--- src/rtl/sram_arbiter_pkg.sv ---
// Shared types for the two-port word to 16-bit SRAM arbiter.
// State encodings, half-word offsets and beat counter sizing.
package sram_arbiter_pkg;

  typedef enum logic [2:0] {
    IDLE,
    LO,
    GAP,
    HI,
    DONE
  } state_e;

  localparam logic [1:0] HALF_LO = 2'b00;
  localparam logic [1:0] HALF_HI = 2'b10;

  typedef struct packed {
    logic        own_d;
    logic        rw;
    logic [29:0] wa;
    logic [31:0] dtw;
  } req_t;

  function automatic int cnt_w(input int beats);
    return (beats > 1) ? $clog2(beats) : 1;
  endfunction

endpackage

--- src/rtl/sram_arbiter_if.sv ---
// Requester ports, shared read data and EXT_SRAM port of the arbiter.
// slave faces the arbiter, master faces requesters and the SRAM.
interface sram_arbiter_if;
  import sram_arbiter_pkg::*;

  logic        i_valid;
  logic        i_rw;
  logic [31:0] i_addr;
  logic [31:0] i_dtw;
  logic        i_ready;

  logic        d_valid;
  logic        d_rw;
  logic [31:0] d_addr;
  logic [31:0] d_dtw;
  logic        d_ready;

  logic [31:0] dtr;
  logic        busy;

  logic        sram_valid;
  logic        sram_rw;
  logic [31:0] sram_addri;
  logic [15:0] sram_dtw;
  logic [15:0] sram_din;

  modport slave (
    input  i_valid, i_rw, i_addr, i_dtw,
    input  d_valid, d_rw, d_addr, d_dtw,
    input  sram_din,
    output i_ready, d_ready, dtr, busy,
    output sram_valid, sram_rw,
    output sram_addri, sram_dtw
  );

  modport master (
    output i_valid, i_rw, i_addr, i_dtw,
    output d_valid, d_rw, d_addr, d_dtw,
    output sram_din,
    input  i_ready, d_ready, dtr, busy,
    input  sram_valid, sram_rw,
    input  sram_addri, sram_dtw
  );

endinterface

--- src/rtl/sram_arbiter_rr_arb2.sv ---
// Two-way round-robin grant between I and D requesters.
// Ties go to the side that was not served last.
module rr_arb2 (
  input  logic req_i,
  input  logic req_d,
  input  logic last_d,
  output logic gnt_d
);

  assign gnt_d = req_d & (~req_i | ~last_d);

endmodule

--- src/rtl/sram_arbiter.sv ---
// Splits 32-bit word accesses from I and D into two 16-bit SRAM beats.
// Outputs are registered alongside the state so they line up with it.
module sram_arbiter
  import sram_arbiter_pkg::*;
#(
  parameter int BEAT_CYCLES = 3
) (
  input logic            clk,
  input logic            nrst,
  sram_arbiter_if.slave  bus
);

  localparam int CW = cnt_w(BEAT_CYCLES);
  localparam logic [CW-1:0] LAST = CW'(BEAT_CYCLES - 1);

  state_e        state;
  logic [CW-1:0] cnt;
  req_t          req;
  req_t          nxt;
  logic          last_d;
  logic          gnt_d;

  logic [31:0]   dtr_q;
  logic          i_rdy_q;
  logic          d_rdy_q;
  logic          busy_q;
  logic          sv_q;
  logic          srw_q;
  logic [31:0]   sa_q;
  logic [15:0]   sd_q;

  rr_arb2 u_arb (
    .req_i  (bus.i_valid),
    .req_d  (bus.d_valid),
    .last_d (last_d),
    .gnt_d  (gnt_d)
  );

  always_comb begin
    nxt.own_d = gnt_d;
    nxt.rw    = gnt_d ? bus.d_rw : bus.i_rw;
    nxt.wa    = gnt_d ? bus.d_addr[31:2]
                      : bus.i_addr[31:2];
    nxt.dtw   = gnt_d ? bus.d_dtw : bus.i_dtw;
  end

  always_ff @(posedge clk or negedge nrst) begin
    if (!nrst) begin
      state   <= IDLE;
      cnt     <= '0;
      req     <= '0;
      last_d  <= 1'b1;
      dtr_q   <= '0;
      i_rdy_q <= 1'b0;
      d_rdy_q <= 1'b0;
      busy_q  <= 1'b0;
      sv_q    <= 1'b0;
      srw_q   <= 1'b0;
      sa_q    <= '0;
      sd_q    <= '0;
    end else begin
      i_rdy_q <= 1'b0;
      d_rdy_q <= 1'b0;
      unique case (state)
        IDLE: begin
          if (bus.i_valid | bus.d_valid) begin
            req    <= nxt;
            state  <= LO;
            cnt    <= '0;
            busy_q <= 1'b1;
            sv_q   <= 1'b1;
            srw_q  <= nxt.rw;
            sa_q   <= {nxt.wa, HALF_LO};
            sd_q   <= nxt.rw ? nxt.dtw[15:0] : '0;
          end
        end
        LO: begin
          if (cnt == LAST) begin
            if (!req.rw) dtr_q[15:0] <= bus.sram_din;
            state <= GAP;
            sv_q  <= 1'b0;
            sa_q  <= '0;
            sd_q  <= '0;
          end else begin
            cnt <= cnt + CW'(1);
          end
        end
        GAP: begin
          state <= HI;
          cnt   <= '0;
          sv_q  <= 1'b1;
          sa_q  <= {req.wa, HALF_HI};
          sd_q  <= req.rw ? req.dtw[31:16] : '0;
        end
        HI: begin
          if (cnt == LAST) begin
            if (!req.rw) dtr_q[31:16] <= bus.sram_din;
            state   <= DONE;
            sv_q    <= 1'b0;
            srw_q   <= 1'b0;
            sa_q    <= '0;
            sd_q    <= '0;
            i_rdy_q <= ~req.own_d;
            d_rdy_q <= req.own_d;
          end else begin
            cnt <= cnt + CW'(1);
          end
        end
        DONE: begin
          last_d <= req.own_d;
          busy_q <= 1'b0;
          state  <= IDLE;
        end
        default: state <= IDLE;
      endcase
    end
  end

  assign bus.dtr        = dtr_q;
  assign bus.i_ready    = i_rdy_q;
  assign bus.d_ready    = d_rdy_q;
  assign bus.busy       = busy_q;
  assign bus.sram_valid = sv_q;
  assign bus.sram_rw    = srw_q;
  assign bus.sram_addri = sa_q;
  assign bus.sram_dtw   = sd_q;

endmodule

--- src/flat_wrapper.sv ---
// flat-port wrapper written by rule: the top's interface ports become plain ports
module sram_arbiter_flat import sram_arbiter_pkg::*;
#(
  parameter int BEAT_CYCLES = 3
)
  (clk, nrst, bus_i_valid, bus_i_rw, bus_i_addr, bus_i_dtw, bus_d_valid, bus_d_rw, bus_d_addr, bus_d_dtw, bus_sram_din, bus_i_ready, bus_d_ready, bus_dtr, bus_busy, bus_sram_valid, bus_sram_rw, bus_sram_addri, bus_sram_dtw);
  sram_arbiter_if bus_i ();
  input logic clk;
  input logic nrst;
  input wire logic [$bits(bus_i.i_valid)-1:0] bus_i_valid;
  input wire logic [$bits(bus_i.i_rw)-1:0] bus_i_rw;
  input wire logic [$bits(bus_i.i_addr)-1:0] bus_i_addr;
  input wire logic [$bits(bus_i.i_dtw)-1:0] bus_i_dtw;
  input wire logic [$bits(bus_i.d_valid)-1:0] bus_d_valid;
  input wire logic [$bits(bus_i.d_rw)-1:0] bus_d_rw;
  input wire logic [$bits(bus_i.d_addr)-1:0] bus_d_addr;
  input wire logic [$bits(bus_i.d_dtw)-1:0] bus_d_dtw;
  input wire logic [$bits(bus_i.sram_din)-1:0] bus_sram_din;
  output wire logic [$bits(bus_i.i_ready)-1:0] bus_i_ready;
  output wire logic [$bits(bus_i.d_ready)-1:0] bus_d_ready;
  output wire logic [$bits(bus_i.dtr)-1:0] bus_dtr;
  output wire logic [$bits(bus_i.busy)-1:0] bus_busy;
  output wire logic [$bits(bus_i.sram_valid)-1:0] bus_sram_valid;
  output wire logic [$bits(bus_i.sram_rw)-1:0] bus_sram_rw;
  output wire logic [$bits(bus_i.sram_addri)-1:0] bus_sram_addri;
  output wire logic [$bits(bus_i.sram_dtw)-1:0] bus_sram_dtw;
  assign bus_i.i_valid = bus_i_valid;
  assign bus_i.i_rw = bus_i_rw;
  assign bus_i.i_addr = bus_i_addr;
  assign bus_i.i_dtw = bus_i_dtw;
  assign bus_i.d_valid = bus_d_valid;
  assign bus_i.d_rw = bus_d_rw;
  assign bus_i.d_addr = bus_d_addr;
  assign bus_i.d_dtw = bus_d_dtw;
  assign bus_i.sram_din = bus_sram_din;
  assign bus_i_ready = bus_i.i_ready;
  assign bus_d_ready = bus_i.d_ready;
  assign bus_dtr = bus_i.dtr;
  assign bus_busy = bus_i.busy;
  assign bus_sram_valid = bus_i.sram_valid;
  assign bus_sram_rw = bus_i.sram_rw;
  assign bus_sram_addri = bus_i.sram_addri;
  assign bus_sram_dtw = bus_i.sram_dtw;
  sram_arbiter #(.BEAT_CYCLES(BEAT_CYCLES)) u_core (.clk(clk), .nrst(nrst), .bus(bus_i));
endmodule
--- config.mk ---
export PLATFORM = sky130hd
export DESIGN_NAME = sram_arbiter_flat
export DESIGN_NICKNAME = d
export VERILOG_FILES = /design/src/rtl/sram_arbiter_pkg.sv /design/src/rtl/sram_arbiter_if.sv /design/src/rtl/sram_arbiter_rr_arb2.sv /design/src/rtl/sram_arbiter.sv /design/src/flat_wrapper.sv
export SDC_FILE = /design/constraint.sdc
export NUM_CORES = 1
export LEC_CHECK = 0
export ABC_AREA = 1
export BUFFER_PORTS_ARGS = -buffer_cell sky130_fd_sc_hd__buf_4
export CAP_MARGIN = 10
export CORE_MARGIN = 10
export CORE_UTILIZATION = 45
export DETAILED_ROUTE_END_ITERATION = 16
export HOLD_SLACK_MARGIN = 0.06
export PLACE_DENSITY = 0.77
export SYNTH_ARGS = -nofsm -noshare
export SYNTH_HDL_FRONTEND = slang
export SYNTH_SLANG_ARGS = --single-unit
--- constraint.sdc ---
create_clock -name clk -period 1.65 [get_ports clk]
set_clock_uncertainty 0.1 [all_clocks]
set_input_delay 0 -clock clk [delete_from_list [all_inputs] [get_ports clk]]
set_output_delay 0 -clock clk [all_outputs]
set_load 0.03 [all_outputs]
==> results by group, run 1 <==
Floorplan
  • Top Ports: 235
  • Die Y: 138 um
  • Std cell rows: 42
  • Die X: 138 um
  • Initial cell density of the core: 0.464
  • Die area: 18900 sq um
  • Core ar.: 13400 sq um

Yosys
  • Mapped Nets: 959
  • Mean Syn Cell Area: 7.70 sq um
  • Gate Count Post-Synth: 808
  • Syn. warnings: 0
  • Synthesized area: 6220 sq um
  • Sequential share of the synthesized area: 0.555
  • Synth unique cells: 22
  • Flops & latches, synth: 138

STA
  • Final worst-path cycle share: 1.09
  • Fin crit period: 1800 ps
  • Post-route setup slack: -146 ps
  • Final hold violations: 0
  • Max Slew Vio Count: 0
  • RSZ-0062 raised after global routing: yes
  • Relative max-transition margin: 0.651
  • # setup viols final: 12
  • Worst slew pin tran: 523 ps
  • Maximum clock frequency: 557 MHz

Pwr
  • Max VDD drop: 1260 uV
  • Clk pwr share: 0.204
  • Switching power: 8490 uW
  • P_leak: 0.00569 uW
  • Logic pwr share: 0.503
  • Int Pwr: 11600 uW
  • Power Dens Cells: 1840 nW/um^2
  • Sequential Power Share: 0.293
  • Sw frac: 0.422

Setup path
  • Reg2reg end: u_core.bus.sram_dtw[6]$_DFFE_PN0P_
  • Slowest CP cell: dfstp_2
  • CP Class: reg2reg
  • Worst reg-to-reg path cell count: 8
  • CP cell instances: nand2_2, nand2_4, buf_12, nand2_1, nand2_2, buf_6, nand3_1, a21oi_2
  • Critical Path Start: u_core.last_d$_DFFE_PN1P_
  • Max FO, Critical Path: 8
  • Crit path top cell by count: nand2_2
  • Crit path DAT: 2040 ps
  • CP Capture Type: register
  • Required time of the critical path: 1890 ps
  • Critical path launch point type: register
  • FF-to-FF setup slack: -150 ps
  • R2R Path Start: u_core.last_d$_DFFE_PN1P_
  • Max incr delay on CP: 540 ps

Status
  • Failing checks: setup timing
  • Status: complete, but fails checks

Clocking
  • Clock tree buffer depth: 2
  • CTS H-tree lvls: 4
  • Clock transition at path regs: 60 ps
  • CTS Buf Count: 17
  • Clock sinks: 138
  • CTS tree: built
  • Root Buffer: clkbuf_16
  • Later-pin clock latency in the skew report: 420 ps

Place
  • Final HPWL from detailed placement: 14.3 mm
  • Placer Congestion: 0.849
  • IO Port Bufs: 229
  • Placed Cells: 1204
  • Place WS: 56.8 ps

Drt
  • Drt pass-1 iters: 8
  • Average wire per standard cell: 18.9 um
  • WL final: 26.5 mm
  • Post-route DRC: 0
  • Via count: 7489
  • Initial DRC Count: 830
  • Via density: 5.33
  • ANT nets after route: 0

Worst hold path
  • Hold Crit Depth: 4
  • Hold Startpoint: bus_d_dtw[17]
  • Hold crit path type: in2reg
  • Hold Path Sink: u_core.req[17]$_DFFE_PN0P_

Cells and area
  • Final nets: 1361
  • Finished Layout Cells: 1404
  • FF+latch area: 3460 sq um
  • Fill cell count: 753
  • Area Overhead vs Synth: 75.7%
  • Multi-input logic area: 2610 sq um
  • Share of cells above drive strength 1: 0.293

GRT
  • Global Route Usage Sum: 0.251
  • Vias in the first global route: 7262
  • First-pass GRT wire length: 37.3 mm
  • GRT overflow: 0
  • Antenna violations before repair: 5
  • Largest net degree at the start of global routing: 50

Run
  • Maxcap violations: 0
## cells in the final DEF (no fill, tap or decap), types with 5 or more instances in the layout
cell type        n
a21oi_1         14
buf_4          252
inv_2            5
buf_6           10
a21oi_2          5
buf_12          12
o21ai_0         38
diode_2          5
bufinv_16        5
clkbuf_1         5
o21ai_1         31
nand2_1        330
dfrtp_1        136
clkbuf_16       23
nand3_1         64
nor2_1          69
nand2_2         21
inv_1           25
dlygate4sd3_1  146
## cells in the mapped netlist, drive strengths merged
| master | count | area share |
|---|---|---|
| nand2 | 354 | 0.21 |
| dfrtp | 137 | 0.55 |
| nor2 | 73 | 0.044 |
| o21ai | 70 | 0.056 |
| nand3 | 68 | 0.055 |
| inv | 32 | 0.019 |
| clkbuf | 25 | 0.015 |
| buf | 20 | 0.016 |
| a21oi | 19 | 0.015 |
| nand4 | 3 | 0.0030 |
| nor3 | 2 | 0.0024 |
| conb | 1 | 0.00060 |
| dfstp | 1 | 0.0042 |
| ha | 1 | 0.0020 |
| nand3b | 1 | 0.0012 |
| o211ai | 1 | 0.0012 |
## metal layers
metal	wire [um]	vias to the layer above	GRT usage
li1	-	3367	-
met1	9730	3498	0.281
met2	12800	487	0.405
met3	2410	137	0.0714
met4	1580	0	0.178
met5	0	-	0
## worst max path at each step
stage               depth (start not counted)                             endpoint
floorplan                                   7  u_core.bus.sram_dtw[10]$_DFFE_PN0P_
global placement                            5  u_core.bus.sram_dtw[11]$_DFFE_PN0P_
detailed placement                          7  u_core.bus.sram_dtw[15]$_DFFE_PN0P_
CTS                                         7   u_core.bus.sram_dtw[2]$_DFFE_PN0P_
global route                                8   u_core.bus.sram_dtw[6]$_DFFE_PN0P_
finish                                      8   u_core.bus.sram_dtw[6]$_DFFE_PN0P_
## state kept, by name, summed over array words and instances, names as in the netlist, 2 cells and up
name                   flops
u_core.req                48
u_core.bus.dtr            32
u_core.bus.sram_addri     31
u_core.bus.sram_dtw       16
u_core.state               3
u_core.cnt                 2
## worst max-delay path, delay by kind of cell (launching register included)
kind	cells	cell delay, ps
simple gates	5	590
compound gates	1	190
buf+inv	2	290
flops	1	540
## metrics by stage
stage | total power, uW | area, sq um | TNS (ps) | util | hold slack [ps]
after floorplan | 10800 | 6220 | 0 | - | -396
final | 20100 | 10900 | -306 | 0.816 | 292
after global routing | 21100 | 10900 | -2520 | 0.816 | 303
after global placement | 14100 | 8400 | 0 | 0.627 | -114
after CTS | 18700 | 10500 | 0 | 0.783 | 272
after detailed placement | 14300 | 8400 | 0 | 0.627 | -110
## layout make-up
class                      count  share of cell area
antenna                        5             0.00114
clock buffer                  23              0.0419
clock inverter                 9              0.0156
inverter                      32              0.0114
multi-input combinational    593               0.238
sequential                   138               0.316
tap                          176              0.0201
timing repair buffer         428               0.355
## cell families (layout without fill, tap and decap cells)
| group | after synthesis | count (layout) | synth area share |
|---|---|---|---|
| AO/OA/AOI/OAI | 90 | 90 | 0.0728 |
| adder cells (fa/ha/maj) | 1 | 1 | 0.00201 |
| buffers and inverters | 77 | 492 | 0.0501 |
| flip-flops | 138 | 138 | 0.555 |
| other | 1 | 6 | 0.000603 |
| AND/OR/NAND/NOR | 501 | 501 | 0.319 |
## power groups by stage
stage | clock network (uW) | logic [uW] | registers, uW
2_1_floorplan | 0 | 3240 | 7510
3_3_place_gp | 0 | 8360 | 5760
3_5_place_dp | 0 | 8510 | 5820
4_1_cts | 4120 | 8830 | 5800
5_1_grt | 4270 | 10800 | 6040
6_report | 4110 | 10100 | 5890
## what timing repair did
item | CTS | global route
hold endpoints to repair | 267 | 0
hold buffers | 146 | 0
endpoints found under the setup margin | 0 | 85
resized for setup | 0 | 79
setup buffers | 0 | 7
No activity file was read; power rests on OpenSTA's default activity.
==> run 2: changes to the inputs <==
--- a/config.mk
+++ b/config.mk
@@ -10,8 +10,9 @@
 export CAP_MARGIN = 10
 export CORE_MARGIN = 10
-export CORE_UTILIZATION = 45
+export CORE_UTILIZATION = 46
+export CTS_BUF_LIST = sky130_fd_sc_hd__clkbuf_2
 export DETAILED_ROUTE_END_ITERATION = 16
 export HOLD_SLACK_MARGIN = 0.06
-export PLACE_DENSITY = 0.77
+export PLACE_DENSITY = 0.79
 export SYNTH_ARGS = -nofsm -noshare
 export SYNTH_HDL_FRONTEND = slang
==> constraint.sdc (replaced) <==
create_clock -name clk -period 1.65 [get_ports clk]
set_clock_uncertainty 0.1 [all_clocks]
set_input_delay 0.2475 -clock clk [delete_from_list [all_inputs] [get_ports clk]]
set_output_delay 0.2475 -clock clk [all_outputs]
set_load 0.03 [all_outputs]
==> run 2 against run 1 <==
The flow still finishes with violations (setup timing); first-iteration DRC count rose by 6.7%; clock power fell by 55%; register-to-register slack improved by 80 ps; combinational power rose by 13%.
==> results by group, run 2 (synthesized netlist as in run 1, its figures left out) <==
Clocking
  • Root Buffer: clkbuf_2
  • CTS Buf Count: 17 (unchanged)
  • Clock tree buffer depth: 2 (unchanged)
  • Clock sinks: 138 (unchanged)
  • CTS H-tree lvls: 4 (unchanged)
  • CTS tree: built
  • Clock transition at path regs: 190 ps (+130 ps)
  • Later-pin clock latency in the skew report: 730 ps (+310 ps)

Pwr
  • Sequential Power Share: 0.312 (+0.019)
  • Int Pwr: 10500 uW (-9.4%)
  • Logic pwr share: 0.591 (+0.088)
  • Power Dens Cells: 1750 nW/um^2 (-5.1%)
  • Sw frac: 0.454 (+0.0313)
  • Switching power: 8740 uW (+2.9%)
  • Max VDD drop: 1040 uV (-18%)
  • P_leak: 0.00576 uW (+1.3%)
  • Clk pwr share: 0.096 (-0.108)

Place
  • Place WS: -0.721 ps (-57.5 ps)
  • Placed Cells: 1198 (-0.50%)
  • Final HPWL from detailed placement: 14.1 mm (-1.4%)
  • Placer Congestion: 0.851 (+0.24%)
  • DP Area: 8360 sq um (-0.54%)
  • IO Port Bufs: 229 (unchanged)

Drt
  • Post-route DRC: 0 (unchanged)
  • WL final: 29.1 mm (+9.7%)
  • Initial DRC Count: 886 (+6.7%)
  • Via count: 7880 (+5.2%)
  • Via density: 5.48 (+2.7%)
  • WL met1: 9.68 mm (-0.50%)
  • ANT nets after route: 0 (unchanged)
  • Met3 WL post-DR: 2.86 mm (+19%)
  • Drt pass-1 iters: 9 (+1)
  • Average wire per standard cell: 20.2 um (+7.0%)
  • Met2 wire length: 14.3 mm (+11%)
  • DR top layer: met4

STA
  • Max Slew Vio Count: 0 (unchanged)
  • Fin Hold WS: 223 ps (-68.2 ps)
  • Final hold violations: 0 (unchanged)
  • Maximum clock frequency: 583 MHz (+4.7%)
  • Relative max-transition margin: 0.659 (+0.00760)
  • RSZ-0062 raised after global routing: yes
  • # setup viols final: 38 (+26)
  • Fin crit period: 1720 ps (-80.1 ps)
  • Worst slew pin tran: 512 ps (-11.4 ps)
  • Final worst-path cycle share: 1.04 (-0.0485)
  • Post-route setup slack: -65.5 ps (+80.1 ps)

Floorplan
  • Initial cell density of the core: 0.470 (+0.00553)
  • Std cell rows: 42 (unchanged)
  • Die area: 18600 sq um (-1.9%)
  • Core ar.: 13200 sq um (-1.2%)
  • Top Ports: 235 (unchanged)
  • Die Y: 136 um (-0.93%)
  • Die X: 136 um (-0.93%)

Cells and area
  • Leading cell type in the layout, fill and taps excluded: nand2_1
  • Final nets: 1399 (+2.8%)
  • Most flop-heavy register: u_core.req
  • Max reg flops: 48 (unchanged)
  • Finished Layout Cells: 1439 (+2.5%)
  • Area Overhead vs Synth: 77.2%
  • Design area: 11000 sq um (+0.87%)
  • Util after Layout: 0.833 (+0.0169)
  • Commonest cells after routing, fill and taps aside: 347 x nand2_1, 209 x buf_4, 146 x dlygate4sd3_1, 136 x dfrtp_1, 91 x buf_6
  • Share of cells above drive strength 1: 0.295 (+0.00242)

Run
  • Maxcap violations: 0 (unchanged)

Setup path
  • Slowest CP cell: dfrtp_1
  • Crit path DAT: 2260 ps (+220 ps)
  • Critical path launch point type: register
  • CP Capture Type: register
  • Max FO, Critical Path: 16 (+8)
  • Required time of the critical path: 2200 ps (+310 ps)
  • Max incr delay on CP: 430 ps (-110 ps)
  • CP cell instances: buf_4, nor2_4, nand3_2, nand2_4, buf_6, nor2_1, a21oi_1
  • CP Class: reg2reg

Status
  • Status: complete, but fails checks
  • Failing checks: setup timing

GRT
  • Largest net degree at the start of global routing: 47 (-6.0%)
  • Antenna violations before repair: 3 (-2)
  • Vias in the first global route: 7632 (+5.1%)
  • GRT overflow: 0 (unchanged)
  • Global Route Usage Sum: 0.273 (+0.0217)
  • First-pass GRT wire length: 39.9 mm (+6.9%)

Worst hold path
  • Hold crit path type: in2reg
==> run 2: metrics by stage <==
stage / setup TNS [ps] / total power [uW]
2_1_floorplan: 0 / 10800
3_3_place_gp: 0 / 14100
3_5_place_dp: -0.721 / 14300
4_1_cts: -3200 / 17500
5_1_grt: -7650 / 20200
6_report: -562 / 19300
==> run 2: area by class of cell <==
cell class                 count  area (sq um)
clock inverter                 6          76.3
timing repair buffer         466          4470
clock buffer                  22           110
fill                         685          2210
antenna                        6          15.0
sequential                   138          3460
inverter                      32           130
multi-input combinational    593          2550
tap                          176           220
==> run 2: what timing repair did <==
item                                    in CTS  in global routing
buffers inserted                            26                 29
pin swaps                                    1                  7
hold endpoints to repair                   269                  0
gates cloned                                 0                  5
endpoints found under the setup margin      88                212
hold buffers                               147                  0
gates resized for setup                     86                 45
==> run 2: power groups by stage <==
stage                     logic (uW)  clock network [uW]  registers (uW)
after floorplan                 3240                   0            7510
after global placement          8340                   0            5760
after detailed placement        8520                   0            5810
after CTS                       9800                1840            5880
after global routing           12000                2020            6150
final                          11400                1860            6020
==> run 2: final timing paths <==
path | startpoint | endpoint | slack, ps | cells past startpoint
worst max-delay path | u_core.state[0]$_DFFE_PN0P_ | u_core.bus.sram_dtw[14]$_DFFE_PN0P_ | -70 | 7
worst min-delay path | bus_d_dtw[21] | u_core.req[21]$_DFFE_PN0P_ | 220 | 4
worst max register to register | u_core.state[0]$_DFFE_PN0P_ | u_core.bus.sram_dtw[14]$_DFFE_PN0P_ | -70 | 7
worst min register to register | u_core.req[63]$_DFFE_PN0P_ | u_core.bus.i_ready$_DFF_PN0_ | 350 | 1
max in group asynchronous | nrst | u_core.last_d$_DFFE_PN1P_ | 660 | 4
min in group asynchronous | nrst | u_core.bus.sram_addri[30]$_DFFE_PN0P_ | 470 | 4
==> run 2: metal layers <==
metal | GRT usage | vias to the layer above
met4 | 0.189 | 0
met2 | 0.459 | 612
met1 | 0.293 | 3643
met3 | 0.0738 | 197
met5 | 0 | -
li1 | - | 3428
==> run 2: worst max-delay path, delay by kind of cell, from the launching register on <==
family                 cells  cell delay (ps)
AOI/OAI and AO/OA          1              240
buffers and inverters      2              360
DFF                        1              430
and+or+nand+nor            4              520
